[config.mk]
export PLATFORM = sky130hd
export DESIGN_NAME = alu_exec_stage_flat
export DESIGN_NICKNAME = d
export VERILOG_FILES = /design/src/rtl/alu_exec_if.sv /design/src/rtl/alu_exec_stage.sv /design/src/flat_wrapper.sv
export SDC_FILE = /design/constraint.sdc
export NUM_CORES = 1
export LEC_CHECK = 0
export CAP_MARGIN = 20
export CORE_ASPECT_RATIO = 2
export CORE_MARGIN = 2
export CORE_UTILIZATION = 60
export DETAILED_ROUTE_END_ITERATION = 10
export MAX_ROUTING_LAYER = met4
export PLACE_DENSITY = 0.8
export SYNTH_ARGS = -nofsm -noshare
export SYNTH_HDL_FRONTEND = slang
export SYNTH_SLANG_ARGS = --single-unit
[constraint.sdc]
create_clock -name clk -period 5.4 [get_ports clk]
set_clock_uncertainty 0.2 [all_clocks]
set_input_delay 1.08 -clock clk [delete_from_list [all_inputs] [get_ports clk]]
set_output_delay 1.08 -clock clk [all_outputs]
set_load 0.01 [all_outputs]
[src/rtl/alu_exec_if.sv]
// ---------------------------------------------------------------------------
// alu_exec_if
// Bus between the issue side, the ALU execute stage and the register file
// write port.
//   Issue side -> stage : in_valid, opcode, op_a, op_b, rd
//   Stage -> issue side : in_ready
//   Stage -> reg file   : reg_write_en, reg_write_dest, reg_write_data
//   Stage status        : flag_z, flag_c, illegal_op
// Modports: master = issue side / observer, slave = execute stage.
// ---------------------------------------------------------------------------
interface alu_exec_if #(
  parameter int DATA_W = 8,
  parameter int ADDR_W = 3,
  parameter int OPC_W  = 4
);
  logic              in_valid;
  logic              in_ready;
  logic [OPC_W-1:0]  opcode;
  logic [DATA_W-1:0] op_a;
  logic [DATA_W-1:0] op_b;
  logic [ADDR_W-1:0] rd;
  logic              reg_write_en;
  logic [ADDR_W-1:0] reg_write_dest;
  logic [DATA_W-1:0] reg_write_data;
  logic              flag_z;
  logic              flag_c;
  logic              illegal_op;

  modport master (
    output in_valid, opcode, op_a, op_b, rd,
    input  in_ready, reg_write_en, reg_write_dest, reg_write_data,
           flag_z, flag_c, illegal_op
  );

  modport slave (
    input  in_valid, opcode, op_a, op_b, rd,
    output in_ready, reg_write_en, reg_write_dest, reg_write_data,
           flag_z, flag_c, illegal_op
  );
endinterface

[src/rtl/alu_exec_stage.sv]
// ---------------------------------------------------------------------------
// alu_exec_stage
// Execute stage feeding the register file write port. Single-cycle ops are
// written back one cycle after acceptance; MUL is an iterative shift-add
// multiply (DATA_W iterations) that holds in_ready low until write-back.
// Ports:
//   clk   - rising-edge clock
//   rst_n - synchronous active-low reset
//   bus   - alu_exec_if.slave: issue handshake/operands in, write port and
//           flags out (all outputs registered, in_ready decoded from state)
// ---------------------------------------------------------------------------
module alu_exec_stage #(
  parameter int DATA_W = 8,
  parameter int ADDR_W = 3,
  parameter int OPC_W  = 4
) (
  input  logic       clk,
  input  logic       rst_n,
  alu_exec_if.slave  bus
);

  localparam logic [1:0] S_IDLE    = 2'd0;
  localparam logic [1:0] S_MUL_RUN = 2'd1;
  localparam logic [1:0] S_MUL_WB  = 2'd2;

  localparam int SH_W  = $clog2(DATA_W);
  localparam int CNT_W = $clog2(DATA_W + 1);

  localparam logic [OPC_W-1:0] OP_NOP = OPC_W'(0);
  localparam logic [OPC_W-1:0] OP_ADD = OPC_W'(1);
  localparam logic [OPC_W-1:0] OP_SUB = OPC_W'(2);
  localparam logic [OPC_W-1:0] OP_AND = OPC_W'(3);
  localparam logic [OPC_W-1:0] OP_OR  = OPC_W'(4);
  localparam logic [OPC_W-1:0] OP_XOR = OPC_W'(5);
  localparam logic [OPC_W-1:0] OP_SHL = OPC_W'(6);
  localparam logic [OPC_W-1:0] OP_SHR = OPC_W'(7);
  localparam logic [OPC_W-1:0] OP_MUL = OPC_W'(8);
  localparam logic [OPC_W-1:0] OP_CMP = OPC_W'(9);

  logic [1:0]          r_state;
  logic [CNT_W-1:0]    r_cnt;
  logic [2*DATA_W-1:0] r_mcand;
  logic [DATA_W-1:0]   r_mplier;
  logic [2*DATA_W-1:0] r_acc;
  logic [ADDR_W-1:0]   r_mul_rd;
  logic                r_we;
  logic [ADDR_W-1:0]   r_dest;
  logic [DATA_W-1:0]   r_data;
  logic                r_z;
  logic                r_c;
  logic                r_ill;

  logic                w_accept;
  logic [SH_W-1:0]     w_shamt;
  logic [DATA_W:0]     w_shl;
  logic [DATA_W:0]     w_shr;
  logic [DATA_W-1:0]   w_res;
  logic                w_c;
  logic                w_wr;
  logic                w_upd;
  logic                w_ill;

  assign w_accept = bus.in_valid && (r_state == S_IDLE);
  assign w_shamt  = bus.op_b[SH_W-1:0];

  // One guard bit on the side bits leave from: it ends up holding the last
  // bit shifted out, and stays 0 for a zero shift amount.
  assign w_shl = {1'b0, bus.op_a} << w_shamt;
  assign w_shr = {bus.op_a, 1'b0} >> w_shamt;

  // Single-cycle result, carry and write/flag-update/illegal decode.
  always_comb begin
    w_res = '0;
    w_c   = 1'b0;
    w_wr  = 1'b0;
    w_upd = 1'b0;
    w_ill = 1'b0;
    case (bus.opcode)
      OP_NOP: ;
      OP_ADD: begin
        {w_c, w_res} = {1'b0, bus.op_a} + {1'b0, bus.op_b};
        w_wr = 1'b1; w_upd = 1'b1;
      end
      OP_SUB: begin
        w_res = bus.op_a - bus.op_b;
        w_c   = (bus.op_a < bus.op_b);
        w_wr  = 1'b1; w_upd = 1'b1;
      end
      OP_CMP: begin
        w_res = bus.op_a - bus.op_b;
        w_c   = (bus.op_a < bus.op_b);
        w_upd = 1'b1;
      end
      OP_AND: begin w_res = bus.op_a & bus.op_b; w_wr = 1'b1; w_upd = 1'b1; end
      OP_OR:  begin w_res = bus.op_a | bus.op_b; w_wr = 1'b1; w_upd = 1'b1; end
      OP_XOR: begin w_res = bus.op_a ^ bus.op_b; w_wr = 1'b1; w_upd = 1'b1; end
      OP_SHL: begin
        w_res = w_shl[DATA_W-1:0];
        w_c   = w_shl[DATA_W];
        w_wr  = 1'b1; w_upd = 1'b1;
      end
      OP_SHR: begin
        w_res = w_shr[DATA_W:1];
        w_c   = w_shr[0];
        w_wr  = 1'b1; w_upd = 1'b1;
      end
      OP_MUL: ;  // handled by the FSM
      default: w_ill = 1'b1;
    endcase
  end

  always_ff @(posedge clk) begin
    if (!rst_n) begin
      r_state  <= S_IDLE;
      r_cnt    <= '0;
      r_mcand  <= '0;
      r_mplier <= '0;
      r_acc    <= '0;
      r_mul_rd <= '0;
      r_we     <= 1'b0;
      r_dest   <= '0;
      r_data   <= '0;
      r_z      <= 1'b0;
      r_c      <= 1'b0;
      r_ill    <= 1'b0;
    end else begin
      r_we  <= 1'b0;
      r_ill <= 1'b0;
      case (r_state)
        S_IDLE: begin
          if (w_accept) begin
            if (bus.opcode == OP_MUL) begin
              r_mcand  <= {{DATA_W{1'b0}}, bus.op_a};
              r_mplier <= bus.op_b;
              r_mul_rd <= bus.rd;
              r_acc    <= '0;
              r_cnt    <= '0;
              r_state  <= S_MUL_RUN;
            end else begin
              if (w_wr) begin
                r_we   <= 1'b1;
                r_dest <= bus.rd;
                r_data <= w_res;
              end
              if (w_upd) begin
                r_z <= (w_res == '0);
                r_c <= w_c;
              end
              r_ill <= w_ill;
            end
          end
        end
        S_MUL_RUN: begin
          if (r_mplier[0]) r_acc <= r_acc + r_mcand;
          r_mcand  <= r_mcand << 1;
          r_mplier <= r_mplier >> 1;
          r_cnt    <= r_cnt + CNT_W'(1);
          if (r_cnt == CNT_W'(DATA_W - 1)) r_state <= S_MUL_WB;
        end
        S_MUL_WB: begin
          r_we    <= 1'b1;
          r_dest  <= r_mul_rd;
          r_data  <= r_acc[DATA_W-1:0];
          r_z     <= (r_acc[DATA_W-1:0] == '0);
          r_c     <= |r_acc[2*DATA_W-1:DATA_W];
          r_state <= S_IDLE;
        end
        default: r_state <= S_IDLE;
      endcase
    end
  end

  assign bus.in_ready       = (r_state == S_IDLE);
  assign bus.reg_write_en   = r_we;
  assign bus.reg_write_dest = r_dest;
  assign bus.reg_write_data = r_data;
  assign bus.flag_z         = r_z;
  assign bus.flag_c         = r_c;
  assign bus.illegal_op     = r_ill;

endmodule

[src/flat_wrapper.sv]
// flat-port wrapper written by rule: the top's interface ports become plain ports
module alu_exec_stage_flat 
#(
  parameter int DATA_W = 8,
  parameter int ADDR_W = 3,
  parameter int OPC_W  = 4
)
  (clk, rst_n, bus_in_valid, bus_opcode, bus_op_a, bus_op_b, bus_rd, bus_in_ready, bus_reg_write_en, bus_reg_write_dest, bus_reg_write_data, bus_flag_z, bus_flag_c, bus_illegal_op);
  alu_exec_if #(.DATA_W(DATA_W), .ADDR_W(ADDR_W), .OPC_W(OPC_W)) bus_i ();
  input  logic clk;
  input  logic rst_n;
  input wire logic [$bits(bus_i.in_valid)-1:0] bus_in_valid;
  input wire logic [$bits(bus_i.opcode)-1:0] bus_opcode;
  input wire logic [$bits(bus_i.op_a)-1:0] bus_op_a;
  input wire logic [$bits(bus_i.op_b)-1:0] bus_op_b;
  input wire logic [$bits(bus_i.rd)-1:0] bus_rd;
  output wire logic [$bits(bus_i.in_ready)-1:0] bus_in_ready;
  output wire logic [$bits(bus_i.reg_write_en)-1:0] bus_reg_write_en;
  output wire logic [$bits(bus_i.reg_write_dest)-1:0] bus_reg_write_dest;
  output wire logic [$bits(bus_i.reg_write_data)-1:0] bus_reg_write_data;
  output wire logic [$bits(bus_i.flag_z)-1:0] bus_flag_z;
  output wire logic [$bits(bus_i.flag_c)-1:0] bus_flag_c;
  output wire logic [$bits(bus_i.illegal_op)-1:0] bus_illegal_op;
  assign bus_i.in_valid = bus_in_valid;
  assign bus_i.opcode = bus_opcode;
  assign bus_i.op_a = bus_op_a;
  assign bus_i.op_b = bus_op_b;
  assign bus_i.rd = bus_rd;
  assign bus_in_ready = bus_i.in_ready;
  assign bus_reg_write_en = bus_i.reg_write_en;
  assign bus_reg_write_dest = bus_i.reg_write_dest;
  assign bus_reg_write_data = bus_i.reg_write_data;
  assign bus_flag_z = bus_i.flag_z;
  assign bus_flag_c = bus_i.flag_c;
  assign bus_illegal_op = bus_i.illegal_op;
  alu_exec_stage #(.DATA_W(DATA_W), .ADDR_W(ADDR_W), .OPC_W(OPC_W)) u_core (.clk(clk), .rst_n(rst_n), .bus(bus_i));
endmodule
Word level (Yosys, flattened, before mapping)

Index checks and enable logic that the tools add are counted.

Logic and storage cells: 105
Output and inout bits: 16
Register bits after elaboration: 64
Bits of input ports: 26

Add/subtract/negate cells: 4
Reductions and logical operators: 19
$lt $le $gt $ge: 1
Muxes and demuxes: 42
Shift-type cells: 2
Bitwise logic cells: 6
Equality and inequality tests: 19

Operators by type and width:

| kind               | count |
|---|---|
| $mux 16            | 5 |
| $pmux 16 s2        | 2 |
| $pmux 8 s7         | 1 |
| $mux 8             | 5 |
| $pmux 8 s2         | 2 |
| $eq 4x3->1 const B | 5 |
| $add 16x16->16     | 1 |
| $logic_not 8->1    | 2 |
| $reduce_or 8->1    | 2 |
| $mux 1             | 12 |
| $ne 2x1->1 const B | 6 |
| $reduce_and 4->1   | 3 |
| $add 8x8->9        | 1 |
| $mux 3             | 3 |
| $reduce_and 3->1   | 3 |
| $reduce_or 9->1    | 1 |
| $shl 8x3->9        | 1 |
| $shr 9x3->9        | 1 |
| $and 8x8->8        | 1 |
| $eq 4x2->1 const B | 2 |
| $eq 4x4->1 const B | 2 |
| $lt 8x8->1         | 1 |
| $mux 4             | 2 |
| $or 8x8->8         | 1 |
| 21 further kinds   | 28 |

Depth between registers and ports, before layout

Gate-level depths: netlist (run 1).

Word-level depth: 8
Mapped depth: 12
Mapped depth without buffers: 12

Least setup slack after synthesis (run 1)

Ideal clock, no wire load.

Path type: input to register
From: input port bus_op_b[2]
To: register u_core.r_z, in the netlist u_core.bus.flag_z
Path slack: 1.770 ns
Data arrival time: 3.362 ns
Required time: 5.131 ns
Path buffers: 0
Setup time: 0.069 ns
Stages on the path: 10
Cells stage by stage: inv_1 -> ha_1 -> or3_1 -> o221a_2 -> nor2b_4 -> a221oi_2 -> o221ai_2 -> or3_1 -> or4_1 -> o21ai_1

Cells in the longest elaborated chain, start to end: 7
Elaborated cells between the ends (all ways): 13
Classes of those cells: add/sub: 2; shift: 2; mux: 5; bitwise: 3; reduce/logical: 1

Ends and longest elaborated chain:

| what                                      | RTL line                                   | text |
|---|---|---|
| start, declared                           | flat_wrapper.sv:15                         | `input wire logic [$bits(bus_i.op_b)-1:0] bus_op_b;` |
| $sub 8x8->8, or another cell as far along | alu_exec_stage.sv:85, alu_exec_stage.sv:90 |  |
| $pmux 8 s7 *                              | alu_exec_stage.sv:78                       | `case (bus.opcode)` |
| $logic_not 8->1 *                         | alu_exec_stage.sv:146                      | `r_z <= (w_res == '0);` |
| $mux 1 *                                  | alu_exec_stage.sv:145                      | `if (w_upd) begin` |
| $mux 1 *                                  | alu_exec_stage.sv:132                      | `if (bus.opcode == OP_MUL) begin` |
| $mux 1 *                                  | alu_exec_stage.sv:131                      | `if (w_accept) begin` |
| $pmux 1 s2 *                              | alu_exec_stage.sv:129                      | `case (r_state)` |
| end signal, assigned                      | alu_exec_stage.sv:146                      |  |
| end signal, assigned                      | alu_exec_stage.sv:164                      | `r_z <= (r_acc[DATA_W-1:0] == '0);` |
| end, declared                             | alu_exec_stage.sv:49                       | `logic r_z;` |

Every way passes the cells marked *; elsewhere a longest branch is shown, timed or not. The select of a mux whose other input is x is not followed.
A chain may end at the register's enable or synchronous reset.

Worst setup path in the final report (run 1)

From: input port bus_op_a[0]
To: register u_core.r_z, in the netlist u_core.bus.flag_z

Cells in the longest elaborated chain, start to end: 7
Elaborated cells between the ends (all ways): 13
Classes of those cells: add/sub: 2; shift: 2; mux: 5; bitwise: 3; reduce/logical: 1

Ends and longest elaborated chain:

| what                                      | RTL line                                   | text |
|---|---|---|
| start, declared                           | flat_wrapper.sv:14                         | `input wire logic [$bits(bus_i.op_a)-1:0] bus_op_a;` |
| $sub 8x8->8, or another cell as far along | alu_exec_stage.sv:85, alu_exec_stage.sv:90 |  |
| $pmux 8 s7 *                              | alu_exec_stage.sv:78                       |  |
| $logic_not 8->1 *                         | alu_exec_stage.sv:146                      |  |
| $mux 1 *                                  | alu_exec_stage.sv:145                      |  |
| $mux 1 *                                  | alu_exec_stage.sv:132                      |  |
| $mux 1 *                                  | alu_exec_stage.sv:131                      |  |
| $pmux 1 s2 *                              | alu_exec_stage.sv:129                      |  |

Marks and branches as above.

==> results.md, run 1 <==
Outcome:
- The flow ran to the end, and the final reports show no timing, DRC or antenna violations.

Routing:
- The routed length per instance is 22.1 um.
- The remaining antenna violation count after routing is 0.
- The number of vias per cell is 6.75.
- After detailed routing, the total wire length is 17,300 um.
- The DRC marker count from the first detailed-route iteration is 534.
- The overall via count from detail_route is 5,300.
- The first detailed-routing pass took 5 iterations.
- The remaining design rule violation count is 0.

Synthesis:
- The number of synthesized flops with an enable pin is 0.
- The count of state elements after synthesis is 64.
- The leading cell type by number of instances after synthesis is nor2_1.
- The largest area contributor in the netlist is dfxtp_1.
- After synthesis the cells add up to 4980 um2.
- The cell count after synthesis is 657.
- The commonest cells after synthesis are 82 x nor2_1, 81 x nand2_1, 64 x dfxtp_1, 54 x a21oi_1, 41 x ha_1.
- The count of yosys warnings during synthesis is 0.
- In this run the biggest area consumer among cell types represents 25.7% of the synthesized area.
- The mean post-synth cell area is 7.58 um2.
- The top flip-flop cell by instance count after synthesis is dfxtp_1.
- When the netlist entered floorplanning its net count stood at 727.
- The fraction of registers with async set/reset is 0%.
- The sequential share of the synthesized area is 25.7%.
- Sorting the synthesized cells by area gives the leading types as dfxtp_1 26%, ha_1 10%, nor2_1 6.2%.
- The number of distinct library cells after synthesis is 69.

CTS:
- The quantity of hold-fixing buffers added after cts is 0.
- After clock tree synthesis, the clock-pin slew on the worst setup and hold paths is 0.05 ns.
- The post-cts resize count is 0.
- The clock root buffer is clkbuf_16.
- The buffer count from post-CTS setup fixing is 0.
- No sink is reached through more buffers than the 2 on the longest clock path.
- The clock tree from TritonCTS is yes.
- The clock tree synthesis step divided the H-tree into 3 levels.
- Clock tree synthesis inserted a total of 9 buffers.
- The count of clock tree sinks is 64.
- Clock latency on the worst-skew pair, taken at its later pin, is 0.33 ns.

Min path:
- The min-delay analysis places its worst path in the category reg2reg.

Global route:
- Global routing consumed, over all layers together, 40.3% of the routing resources.
- The initial antenna violation count is 0.
- Entering global routing, the biggest net connects 38 pins.
- The via count of the first global-routing pass came to 5,126.
- The first global-routing pass estimated 26,200 um of wire.
- The final global-route overflow total is 0.

Timing:
- At the pin with the least slew margin, the transition time is 0.993 ns.
- The total negative slack for setup checks is 0 ns.
- Setup repair after global routing left no endpoint under its margin.
- The final worst-path cycle share is 79.2%.
- The relative max-transition margin is 33.7%.
- Setup violations remaining at the end of the flow were counted as 0.
- The tightest hold margin is 0.255 ns.
- The number of pins with negative max-slew slack in the final report is 0.
- The number of hold-slack violations in the final timing report is 0.
- The clock period minus final worst setup slack is 4.28 ns.
- Based on the critical path, the design can be clocked at up to 234 MHz.

Setup path:
- The largest delay contributor family on the critical path is compound AO/OA/AOI/OAI gates.
- The worst setup path is captured at a flop.
- The worst setup path is launched from an input pin.
- The total number of cells along the worst setup path is 9.
- Among all stages on the critical path, the largest delay is contributed by a2111oi_0.
- The arrival time at the worst endpoint is 4.34 ns.
- Walking the worst path, the cells encountered are clkdlybuf4s50_1, ha_1, fa_1, a21oi_1, o32ai_1, a2111oi_0, nand4_1, or4_1, o21ai_1.
- The end of the worst register-to-register path is u_core.r_acc[12].
- STA puts the critical path data required time at 5.46 ns.
- The worst register-to-register path has a setup slack of 2.49 ns.
- The number of cells on the worst reg-to-reg path is 5.
- The setup path with the least slack is of type in2reg.
- The top fanout value on the critical path is 6.
- The critical path starts at bus_op_a[0].
- The critical path endpoint is u_core.bus.flag_z.
- The buffers plus inverters on the worst setup path is 1.
- In this run the critical register-to-register path is launched from u_core.r_state[0].
- The delay of the slowest cell on the worst path is 0.69 ns.

Power and ir drop:
- The maximum VDD drop is 0.140 mV.
- The ratio of total power to cell area is 221 nW/um2.
- The total power of the final layout is 1.26 mW.
- In this run the static leakage power is 2.34 nW.

Finish:
- The area growth from synthesis to final layout is 14.4%.
- The repair_antennas step left the layout with diodes totalling 0.
- After the last flow step, the layout net total stands at 754.
- The layout has 662 filler cells.
- The post-route netlist has 6.11% of its cells at a drive strength greater than 1.

Run:
- Max-cap violations in this run came to 0.

Floorplanning:
- The effective utilization at floorplan is 60.9%.
- The placement row count is 47.
- The total core area is 8170 um2.
- The area of the die is 9090 um2.
- The die outline width is 68.4 um.
- During I/O placement, the number of pins put on the boundary was 42.
- The die is 133 um tall.

Place:
- Summed over all nets, the half-perimeter wirelength after detailed placement is 13,200 um.
- In this run the tool buffered the top-level ports with 41 buffer cells.
- The final weighted congestion in routability-driven placement is 1.06.
per-stage QoR:
step                utilization, %  worst slack [ns]  cell area, um2  std cells
global route                  69.7             0.967            5700        785
floorplan                        -              1.77            4980        657
CTS                           69.7              1.19            5700        785
global placement              66.6             0.960            5440        771
finish                        69.7              1.12            5700        785
detailed placement            66.6             0.864            5440        771
worst min-delay path: cells and delay by family, from the launching register on:
kind / cells / cell delay [ns]
flip-flops: 1 / 0.30
AND/OR/NAND/NOR: 1 / 0.05
AO/OA/AOI/OAI: 1 / 0.05
area by class of cell:
type                            instances  area [um2]  share of cell area (%)
Multi-Input combinational cell        523        3410                    59.9
Clock buffer                           13         250                    4.39
Clock inverter                          1        5.00                  0.0879
Sequential cell                        64        1280                    22.5
Inverter                               32         120                    2.11
Tap cell                               98         123                    2.15
Timing Repair Buffer                   54         508                    8.92
placed cells by master (no fill, tap or decap), drive strengths merged, types with 12 or more instances in the layout:
cell	synthesis	layout
nor2	82	82
nand2	81	81
dfxtp	64	64
a21oi	55	55
ha	41	41
clkdlybuf4s50	0	41
inv	32	32
nand3	24	24
a22oi	21	21
a311oi	20	20
nor3	16	16
o21ai	14	14
buf	11	13
clkbuf	27	13
nor2b	12	12
how the worst min path moves through the flow:
stage	startpoint	endpoint	slack, ns	depth (start not counted)
5_1_grt	u_core.r_mul_rd[1]	u_core.r_mul_rd[1]	0.28	2
2_1_floorplan	u_core.r_mul_rd[0]	u_core.r_mul_rd[0]	0.24	2
3_5_place_dp	u_core.r_mul_rd[0]	u_core.r_mul_rd[0]	0.25	2
6_report	u_core.bus.reg_write_data[5]	u_core.bus.reg_write_data[5]	0.25	2
3_3_place_gp	u_core.r_mul_rd[1]	u_core.r_mul_rd[1]	0.24	2
4_1_cts	u_core.r_mul_rd[0]	u_core.r_mul_rd[0]	0.26	2
where the power goes:
group          internal, mW  leakage [nW]  switching [mW]
combinational         0.101          1.69           0.158
clock                 0.317         0.126           0.189
sequential            0.483         0.518         0.00787
total                 0.901          2.34           0.355
state kept, by name, summed over array words and instances, names as in the netlist:
signal,flops
u_core.r_acc,16
u_core.r_mcand,16
u_core.bus.reg_write_data,8
u_core.r_mplier,8
u_core.r_cnt,4
u_core.bus.reg_write_dest,3
u_core.r_mul_rd,3
u_core.r_state,2
u_core.bus.flag_c,1
u_core.bus.flag_z,1
u_core.bus.illegal_op,1
u_core.bus.reg_write_en,1
cells by family after synthesis:
| kind of cell | after synthesis | synth area share, % |
|---|---|---|
| mux | 15 | 3.57 |
| compound gates | 191 | 27.1 |
| fa+ha+maj | 44 | 11.5 |
| flops | 64 | 25.7 |
| xor+xnor | 12 | 2.11 |
| buf+inv | 70 | 5.78 |
| simple gates | 261 | 24.2 |
per-layer routing:
layer | global-route usage, % | vias to the layer above | part of all wire [%]
met1 | 39.5 | 2475 | 33
met5 | - | - | 0
met4 | 29.4 | 0 | 8.5
met3 | 4.93 | 94 | 5.6
met2 | 68.6 | 271 | 53
li1 | - | 2460 | -
Power figures use the tool's default switching activity.
==> run 2: changes to the inputs <==
--- a/config.mk
+++ b/config.mk
@@ -8,10 +8,10 @@
 export CAP_MARGIN = 20
 export CORE_ASPECT_RATIO = 2
 export CORE_MARGIN = 2
-export CORE_UTILIZATION = 60
+export CORE_UTILIZATION = 53
 export DETAILED_ROUTE_END_ITERATION = 10
 export MAX_ROUTING_LAYER = met4
-export PLACE_DENSITY = 0.8
+export PLACE_DENSITY = 0.75
 export SYNTH_ARGS = -nofsm -noshare
 export SYNTH_HDL_FRONTEND = slang
 export SYNTH_SLANG_ARGS = --single-unit
==> constraint.sdc (replaced) <==
create_clock -name clk -period 3.6 [get_ports clk]
set_clock_uncertainty 0.2 [all_clocks]
set_input_delay 0.72 -clock clk [delete_from_list [all_inputs] [get_ports clk]]
set_output_delay 0.72 -clock clk [all_outputs]
set_load 0.01 [all_outputs]
==> results.md, run 2 (same netlist as run 1, synthesis figures left out) <==
Outcome:
- Result of the run: finished clean (unchanged).

Timing:
- The tightest hold margin came to 0.259 ns (was 0.255 ns).
- The clock period minus final worst setup slack is 3.49 ns.
- The worst path uses 97.0% of the clock period.
- The worst setup slack after layout was 0.107 ns (was 1.12 ns).
- The number of pins with negative max-slew slack in the final report is 0 (unchanged).
- The fmax is 286 MHz.
- The relative max-transition margin is 55.0% (was 33.7%).
- The final setup violation count is 0 (unchanged).
- The number of hold-slack violations in the final timing report was 0 (unchanged).
- The transition time of the tightest slew-check pin is 0.675 ns (was 0.993 ns).

CTS:
- The maximum number of buffers from clock root to sink is 2 (unchanged).
- The clock tree from TritonCTS is yes (unchanged).
- The number of clock buffers inserted by TritonCTS is 9 (unchanged).
- The depth of the CTS H-tree is 3 (unchanged).
- The count of clock tree sinks is 64 (unchanged).
- The clock root buffer was clkbuf_16 (unchanged).
- The clock-pin slew of the registers on the worst-case setup and hold paths came to 0.05 ns (about the same).
- The insertion delay to the later sink of the worst-skew pair is 0.32 ns (was 0.33 ns).

Finish:
- The share of the core filled with cells in the final layout is 70.5% (was 69.7%).
- The number of antenna repair diodes is 0 (unchanged).
- The most frequent standard cell in the layout excluding fill and tap cells is buf_4 (was nor2_1).
- The total number of nets in the final design is 849 (was 754).
- The area growth from synthesis to final layout is 31.2% (was 14.4%).
- The final instance count without filler cells is 886 (was 785).
- The proportion of layout cells with a drive suffix above 1 is 19.2% (was 6.11%).
- Top library cells by usage in the layout, fill and taps aside: 106 x buf_4, 82 x nor2_1, 81 x nand2_1, 64 x dfxtp_1, 53 x a21oi_1 (was 82 x nor2_1, 81 x nand2_1, 64 x dfxtp_1, 54 x a21oi_1).
- Top flop regs: u_core.r_acc x16, u_core.r_mcand x16 (unchanged).

Routing:
- The number of detailed-routing iterations run before antenna repair is 5 (unchanged).
- The remaining antenna violation count after routing is 0 (unchanged).
- The remaining design rule violation count is 0 (unchanged).
- The post-detailed-routing wire length was 18,900 um (was 17,300 um).
- The number of vias per cell was 6.35 (was 6.75).
- The routed length per instance is 21.4 um (was 22.1 um).
- The overall via count from detail_route is 5,622 (was 5,300).
- The DRC marker count from the first detailed-route iteration is 398 (was 534).

Place:
- The placed instance count is 870 (was 771).
- The detailed placement HPWL is 14,900 um (was 13,200 um).
- The final weighted congestion in routability-driven placement came to 1.09 (was 1.06).
- The number of buffers inserted by port buffering is 41 (unchanged).
- The worst setup timing slack at the placement stage is -0.359 ns (was 0.864 ns).

Setup path:
- The top fanout value on the critical path was 4 (was 6).
- The capturing element type of the critical path is a flop (unchanged).
- The element type at the critical path start is an input pin (unchanged).
- The arrival time at the worst endpoint is 3.55 ns (was 4.34 ns).
- The required time at the endpoint of the critical path is 3.66 ns (was 5.46 ns).
- The category of the critical setup timing path is in2reg (unchanged).

Global route:
- The first-pass GRT wire length was 28,600 um (was 26,200 um).
- The maximum number of pins on one net before global-route repair was 28 (was 38).
- The final global-route overflow total is 0 (unchanged).
- The via count of the first global-routing pass is 5,684 (was 5,126).
- The initial antenna violation count came to 0 (unchanged).
- The combined global-route utilization of all metal layers came to 38.0% (was 40.3%).

Floorplanning:
- The placement row count is 50 (was 47).
- The area of the die was 10,200 um2 (was 9090 um2).
- The total core area was 9260 um2 (was 8170 um2).
- The height of the die is 141 um (was 133 um).
- The boundary pin count was 42 (unchanged).
- The effective utilization at floorplan is 53.8% (was 60.9%).
- The die outline width came to 72.5 um (was 68.4 um).

Power and ir drop:
- The ratio of total power to cell area is 310 nW/um2 (was 221 nW/um2).
- The maximum VDD drop is 0.194 mV (was 0.140 mV).
- The leakage power total is 2.85 nW (was 2.34 nW).

Min path:
- The type of the worst min-delay path is reg2reg (unchanged).

Run:
- The number of max-cap violations is 0 (unchanged).
==> run 2: final cells by class <==
type | instances | area [um2]
Clock inverter | 1 | 5.00
Tap cell | 104 | 130
Multi-Input combinational cell | 523 | 3490
Inverter | 32 | 120
Sequential cell | 64 | 1280
Timing Repair Buffer | 149 | 1250
Fill cell | 801 | 2730
Clock buffer | 13 | 250
==> run 2: power by group <==
group          switching, mW  total, mW  leakage (nW)  internal [mW]
Combinational          0.280      0.530          2.21          0.250
Clock                  0.282      0.758         0.126          0.475
Sequential            0.0110      0.736         0.518          0.725
==> run 2: metal layers <==
| metal | track usage [%] | vias to the layer above | routed length, um |
|---|---|---|---|
| met5 | - | - | 0 |
| met4 | 31.3 | 0 | 1720 |
| met3 | 5.08 | 97 | 698 |
| met2 | 69.0 | 233 | 10300 |
| met1 | 32.7 | 2648 | 6180 |
| li1 | - | 2644 | - |
==> run 2: timing repair <==
item	in CTS	in global routing
hold buffers	0	0
pin swaps	0	5
resized for setup	1	23
buffers inserted	0	2
setup endpoints to repair	1	2
==> run 2: stage by stage <==
| stage | instance area [um2] | TNS (ns) | power (mW) |
|---|---|---|---|
| CTS | 6420 | 0 | 2.00 |
| global placement | 6160 | -0.577 | 1.24 |
| global route | 6530 | -0.0339 | 2.09 |
| floorplan | 4980 | 0 | 0.980 |
| finish | 6530 | 0 | 2.02 |
| detailed placement | 6160 | -0.878 | 1.24 |
==> run 2: final timing paths <==
path,startpoint,to,slack [ns],cells after the start
max reg2reg,u_core.r_acc[0],u_core.r_acc[14],0.77,10
max,bus_op_a[3],u_core.bus.flag_z,0.11,11
min reg2reg,u_core.r_mul_rd[2],u_core.r_mul_rd[2],0.26,2
min,u_core.r_mul_rd[2],u_core.r_mul_rd[2],0.26,2
==> run 2: worst max-delay path, stage by stage <==
cell             delay (ns)
clkdlybuf4s50_1        0.49
inv_1                  0.07
ha_4                   0.23
or3_1                  0.34
o221a_2                0.25
nor2b_4                0.13
a221oi_2               0.28
o221ai_2               0.15
or3_1                  0.38
or4_1                  0.40
o21ai_1                0.11
==> run 3: changes to the inputs <==
--- a/config.mk
+++ b/config.mk
@@ -5,13 +5,16 @@
 export SDC_FILE = /design/constraint.sdc
 export NUM_CORES = 1
 export LEC_CHECK = 0
+export ABC_AREA = 1
 export CAP_MARGIN = 20
 export CORE_ASPECT_RATIO = 2
 export CORE_MARGIN = 2
-export CORE_UTILIZATION = 53
+export CORE_UTILIZATION = 54
 export DETAILED_ROUTE_END_ITERATION = 10
+export GPL_ROUTABILITY_DRIVEN = 0
 export MAX_ROUTING_LAYER = met4
-export PLACE_DENSITY = 0.75
+export PLACE_DENSITY = 0.76
+export SLEW_MARGIN = 25
 export SYNTH_ARGS = -nofsm -noshare
 export SYNTH_HDL_FRONTEND = slang
 export SYNTH_SLANG_ARGS = --single-unit
==> results.md, run 3 <==
Timing:
- The total negative slack for setup checks was 0 ns (unchanged).
- The final worst-path cycle share is 86.9% (was 97.0%).
- The number of pins with negative max-slew slack in the final report is 0 (unchanged).
- The transition time of the tightest slew-check pin is 0.793 ns (was 0.675 ns).
- The tightest hold margin is 0.274 ns (was 0.259 ns).
- The final setup violation count was 0 (unchanged).
- The number of hold-slack violations in the final timing report is 0 (unchanged).
- The fmax is 320 MHz (was 286 MHz).
- The clock period minus final worst setup slack is 3.13 ns (was 3.49 ns).
- Setup repair after global routing left no endpoint under its margin.
- The relative max-transition margin is 46.7% (was 55.0%).

CTS:
- The clock tree from TritonCTS is yes (unchanged).
- The buffer count from post-CTS setup fixing came to 0 (unchanged).
- The clock root buffer is clkbuf_16 (unchanged).
- The clock-pin slew of the registers on the worst-case setup and hold paths is 0.05 ns (about the same).
- The post-cts resize count is 0 (was 1).
- The number of clock buffers inserted by TritonCTS is 9 (unchanged).
- The quantity of hold-fixing buffers added after cts is 0 (unchanged).
- The count of clock tree sinks is 64 (unchanged).
- The maximum number of buffers from clock root to sink is 2 (unchanged).
- The depth of the CTS H-tree was 3 (unchanged).
- The insertion delay to the later sink of the worst-skew pair is 0.33 ns (was 0.32 ns).

Synthesis:
- Synth area leaders: dfxtp_1 25%, nand2_1 17%, ha_1 10% (was dfxtp_1 26%, ha_1 10%, nor2_1 6.2%).
- The cell count after synthesis is 807 (was 657).
- The sequential share of the synthesized area came to 25.1% (was 25.7%).
- The area share of the largest cell type after synthesis is 25.1% (was 25.7%).
- The leading cell type by number of instances after synthesis is nand2_1 (was nor2_1).
- The fraction of registers with async set/reset is 0% (unchanged).
- The number of distinct library cells after synthesis is 43 (was 69).
- The largest area contributor in the netlist is dfxtp_1 (unchanged).
- The summed instance area of the synthesized netlist is 5100 um2 (was 4980 um2).
- The mean post-synth cell area was 6.33 um2 (was 7.58 um2).
- Most used standard cells in the synthesized netlist: 231 x nand2_1, 83 x nand3_1, 78 x inv_1, 66 x nor2_1, 64 x dfxtp_1 (was 82 x nor2_1, 81 x nand2_1, 64 x dfxtp_1, 54 x a21oi_1, 41 x ha_1).
- The net count of the mapped netlist is 877 (was 727).
- The top flip-flop cell by instance count after synthesis is dfxtp_1 (unchanged).
- The count of state elements after synthesis is 64 (unchanged).
- The count of yosys warnings during synthesis was 0 (unchanged).
- The number of synthesized flops with an enable pin is 0 (unchanged).

Place:
- The area of placed instances is 5620 um2 (was 6160 um2).
- The placed instance count is 941 (was 870).
- The number of buffers inserted by port buffering is 41 (unchanged).
- The detailed placement HPWL is 13,100 um (was 14,900 um).

Setup path:
- The startpoint of the lowest-slack register-to-register path was u_core.r_acc[0] (unchanged).
- The capturing element type of the critical path is a flop (unchanged).
- The category of the critical setup timing path is in2reg (unchanged).
- The arrival time at the worst endpoint came to 3.19 ns (was 3.55 ns).
- The slowest cell on the critical path is clkdlybuf4s50_1 (unchanged).
- The launching element of the worst setup path is bus_op_a[2] (was bus_op_a[3]).
- The required time at the endpoint of the critical path was 3.66 ns (about the same).
- Cells traversed along the worst timing path: clkdlybuf4s50_1, inv_1, ha_1, inv_1, a21oi_1, nand2_1, nand2_1, nand3_1, nand3_1, nand2_1, nor2_1, nand4_1, a21oi_1 (was clkdlybuf4s50_1, inv_1, ha_4, or3_1, o221a_2, nor2b_4, a221oi_2, o221ai_2, or3_1, or4_1, o21ai_1).
- The cell seen most often among critical-path stages is nand2_1 (was or3_1).
- The top fanout value on the critical path is 10 (was 4).
- The delay of the slowest cell on the worst path is 0.60 ns (was 0.49 ns).
- The element type at the critical path start is an input pin (unchanged).

Finish:
- The proportion of layout cells with a drive suffix above 1 was 7.50% (was 19.2%).
- The number of antenna repair diodes was 0 (unchanged).
- The final design instance area without fill is 5910 um2 (was 6530 um2).
- The total number of nets in the final design came to 918 (was 849).
- Top flop regs: u_core.r_acc x16, u_core.r_mcand x16 (unchanged).
- The most frequent standard cell in the layout excluding fill and tap cells is nand2_1 (was buf_4).
- The area growth from synthesis to final layout is 15.9% (was 31.2%).
- The final instance count without filler cells is 957 (was 886).
- Top library cells by usage in the layout, fill and taps aside: 231 x nand2_1, 83 x nand3_1, 78 x inv_1, 66 x nor2_1, 64 x dfxtp_1 (was 106 x buf_4, 82 x nor2_1, 81 x nand2_1, 64 x dfxtp_1, 53 x a21oi_1).

Routing:
- The remaining antenna violation count after routing is 0 (unchanged).
- The remaining design rule violation count is 0 (unchanged).
- The routed length per instance is 17.4 um (was 21.4 um).
- The post-detailed-routing wire length is 16,600 um (was 18,900 um).
- The DRC marker count from the first detailed-route iteration came to 414 (was 398).
- The number of detailed-routing iterations run before antenna repair came to 7 (was 5).
- The number of vias per cell came to 6.00 (was 6.35).
- The overall via count from detail_route is 5,745 (was 5,622).

Run:
- The number of max-cap violations came to 0 (unchanged).

Global route:
- The most used routing layer is met2 (unchanged).
- The met2 layer usage reported by global route came to 60.6% (was 69.0%).
- The via count of the first global-routing pass is 5,525 (was 5,684).
- The maximum number of pins on one net before global-route repair is 32 (was 28).
- The global-route track usage on met3 is 5.18% (was 5.08%).
- The first-pass GRT wire length is 25,900 um (was 28,600 um).
- The met1 layer usage reported by global route is 28.5% (was 32.7%).
- The final global-route overflow total is 0 (unchanged).
- The initial antenna violation count is 0 (unchanged).
- The combined global-route utilization of all metal layers is 33.5% (was 38.0%).

Power and ir drop:
- The leakage power total is 2.76 nW (was 2.85 nW).
- The total power of the final layout came to 2.01 mW (was 2.02 mW).
- The ratio of total power to cell area is 340 nW/um2 (was 310 nW/um2).
- The maximum VDD drop came to 0.234 mV (was 0.194 mV).

Floorplanning:
- The effective utilization at floorplan was 55.1% (was 53.8%).
- The height of the die is 142 um (was 141 um).
- The area of the die came to 10,300 um2 (was 10,200 um2).
- The placement row count was 50 (unchanged).
- The total core area was 9260 um2 (unchanged).
- The boundary pin count is 42 (unchanged).
- The die outline width came to 72.8 um (was 72.5 um).

Outcome:
- Result of the run: finished clean (unchanged).

Min path:
- The source of the worst hold timing path was u_core.bus.reg_write_data[7] (was u_core.r_mul_rd[2]).
- The type of the worst min-delay path is reg2reg (unchanged).
==> run 3: path summary, 6_finish.rpt <==
path                                                      to  slack (ns)  cells after the start
worst min-delay path            u_core.bus.reg_write_data[7]        0.27                      2
worst max-delay path                       u_core.bus.flag_z        0.47                     13
worst min register to register  u_core.bus.reg_write_data[7]        0.27                      2
worst max register to register               u_core.r_acc[8]        1.28                      9
==> run 3: report_power, final <==
| group | internal (mW) | total [mW] | leakage, nW | switching, mW |
|---|---|---|---|---|
| Combinational | 0.147 | 0.398 | 2.10 | 0.250 |
| Sequential | 0.730 | 0.744 | 0.519 | 0.0139 |
| Clock | 0.535 | 0.868 | 0.141 | 0.333 |
| Total | 1.41 | 2.01 | 2.76 | 0.597 |
==> run 3: through the flow <==
stage | worst slack, ns | utilization [%]
3_3_place_gp | 0.290 | 60.7
3_5_place_dp | 0.209 | 60.7
6_report | 0.470 | 63.9
2_1_floorplan | 1.04 | -
5_1_grt | 0.342 | 63.9
4_1_cts | 0.547 | 63.9
==> run 3: final cells by class <==
cell class | count | area (um2)
multi-input combinational | 627 | 3350
clock buffer | 9 | 225
inverter | 92 | 350
sequential | 64 | 1280
tap | 104 | 130
timing repair buffer | 54 | 508
fill | 878 | 3340
clock inverter | 7 | 72.6
==> run 3: routing by layer <==
layer / wire [um] / share of wire [%]
met1: 5480 / 33
met2: 8880 / 53
met3: 728 / 4.4
met4: 1520 / 9.2
met5: 0 / 0
==> run 3: logic make-up (layout without fill, tap and decap cells) <==
family,Yosys count,count (layout),synth area share (%)
xor gates and xnor gates,4,4,0.686
AOI/OAI and AO/OA,161,161,18.3
buffers and inverters,116,162,9.34
DFF,64,64,25.1
adders and majority gates,44,44,11.2
and+or+nand+nor,418,418,35.3
==> run 3: critical path: cells and delay by family <==
family / cells / cell delay (ns)
buf+inv: 3 / 0.85
fa+ha+maj: 1 / 0.50
simple gates: 7 / 0.79
compound gates: 2 / 0.32
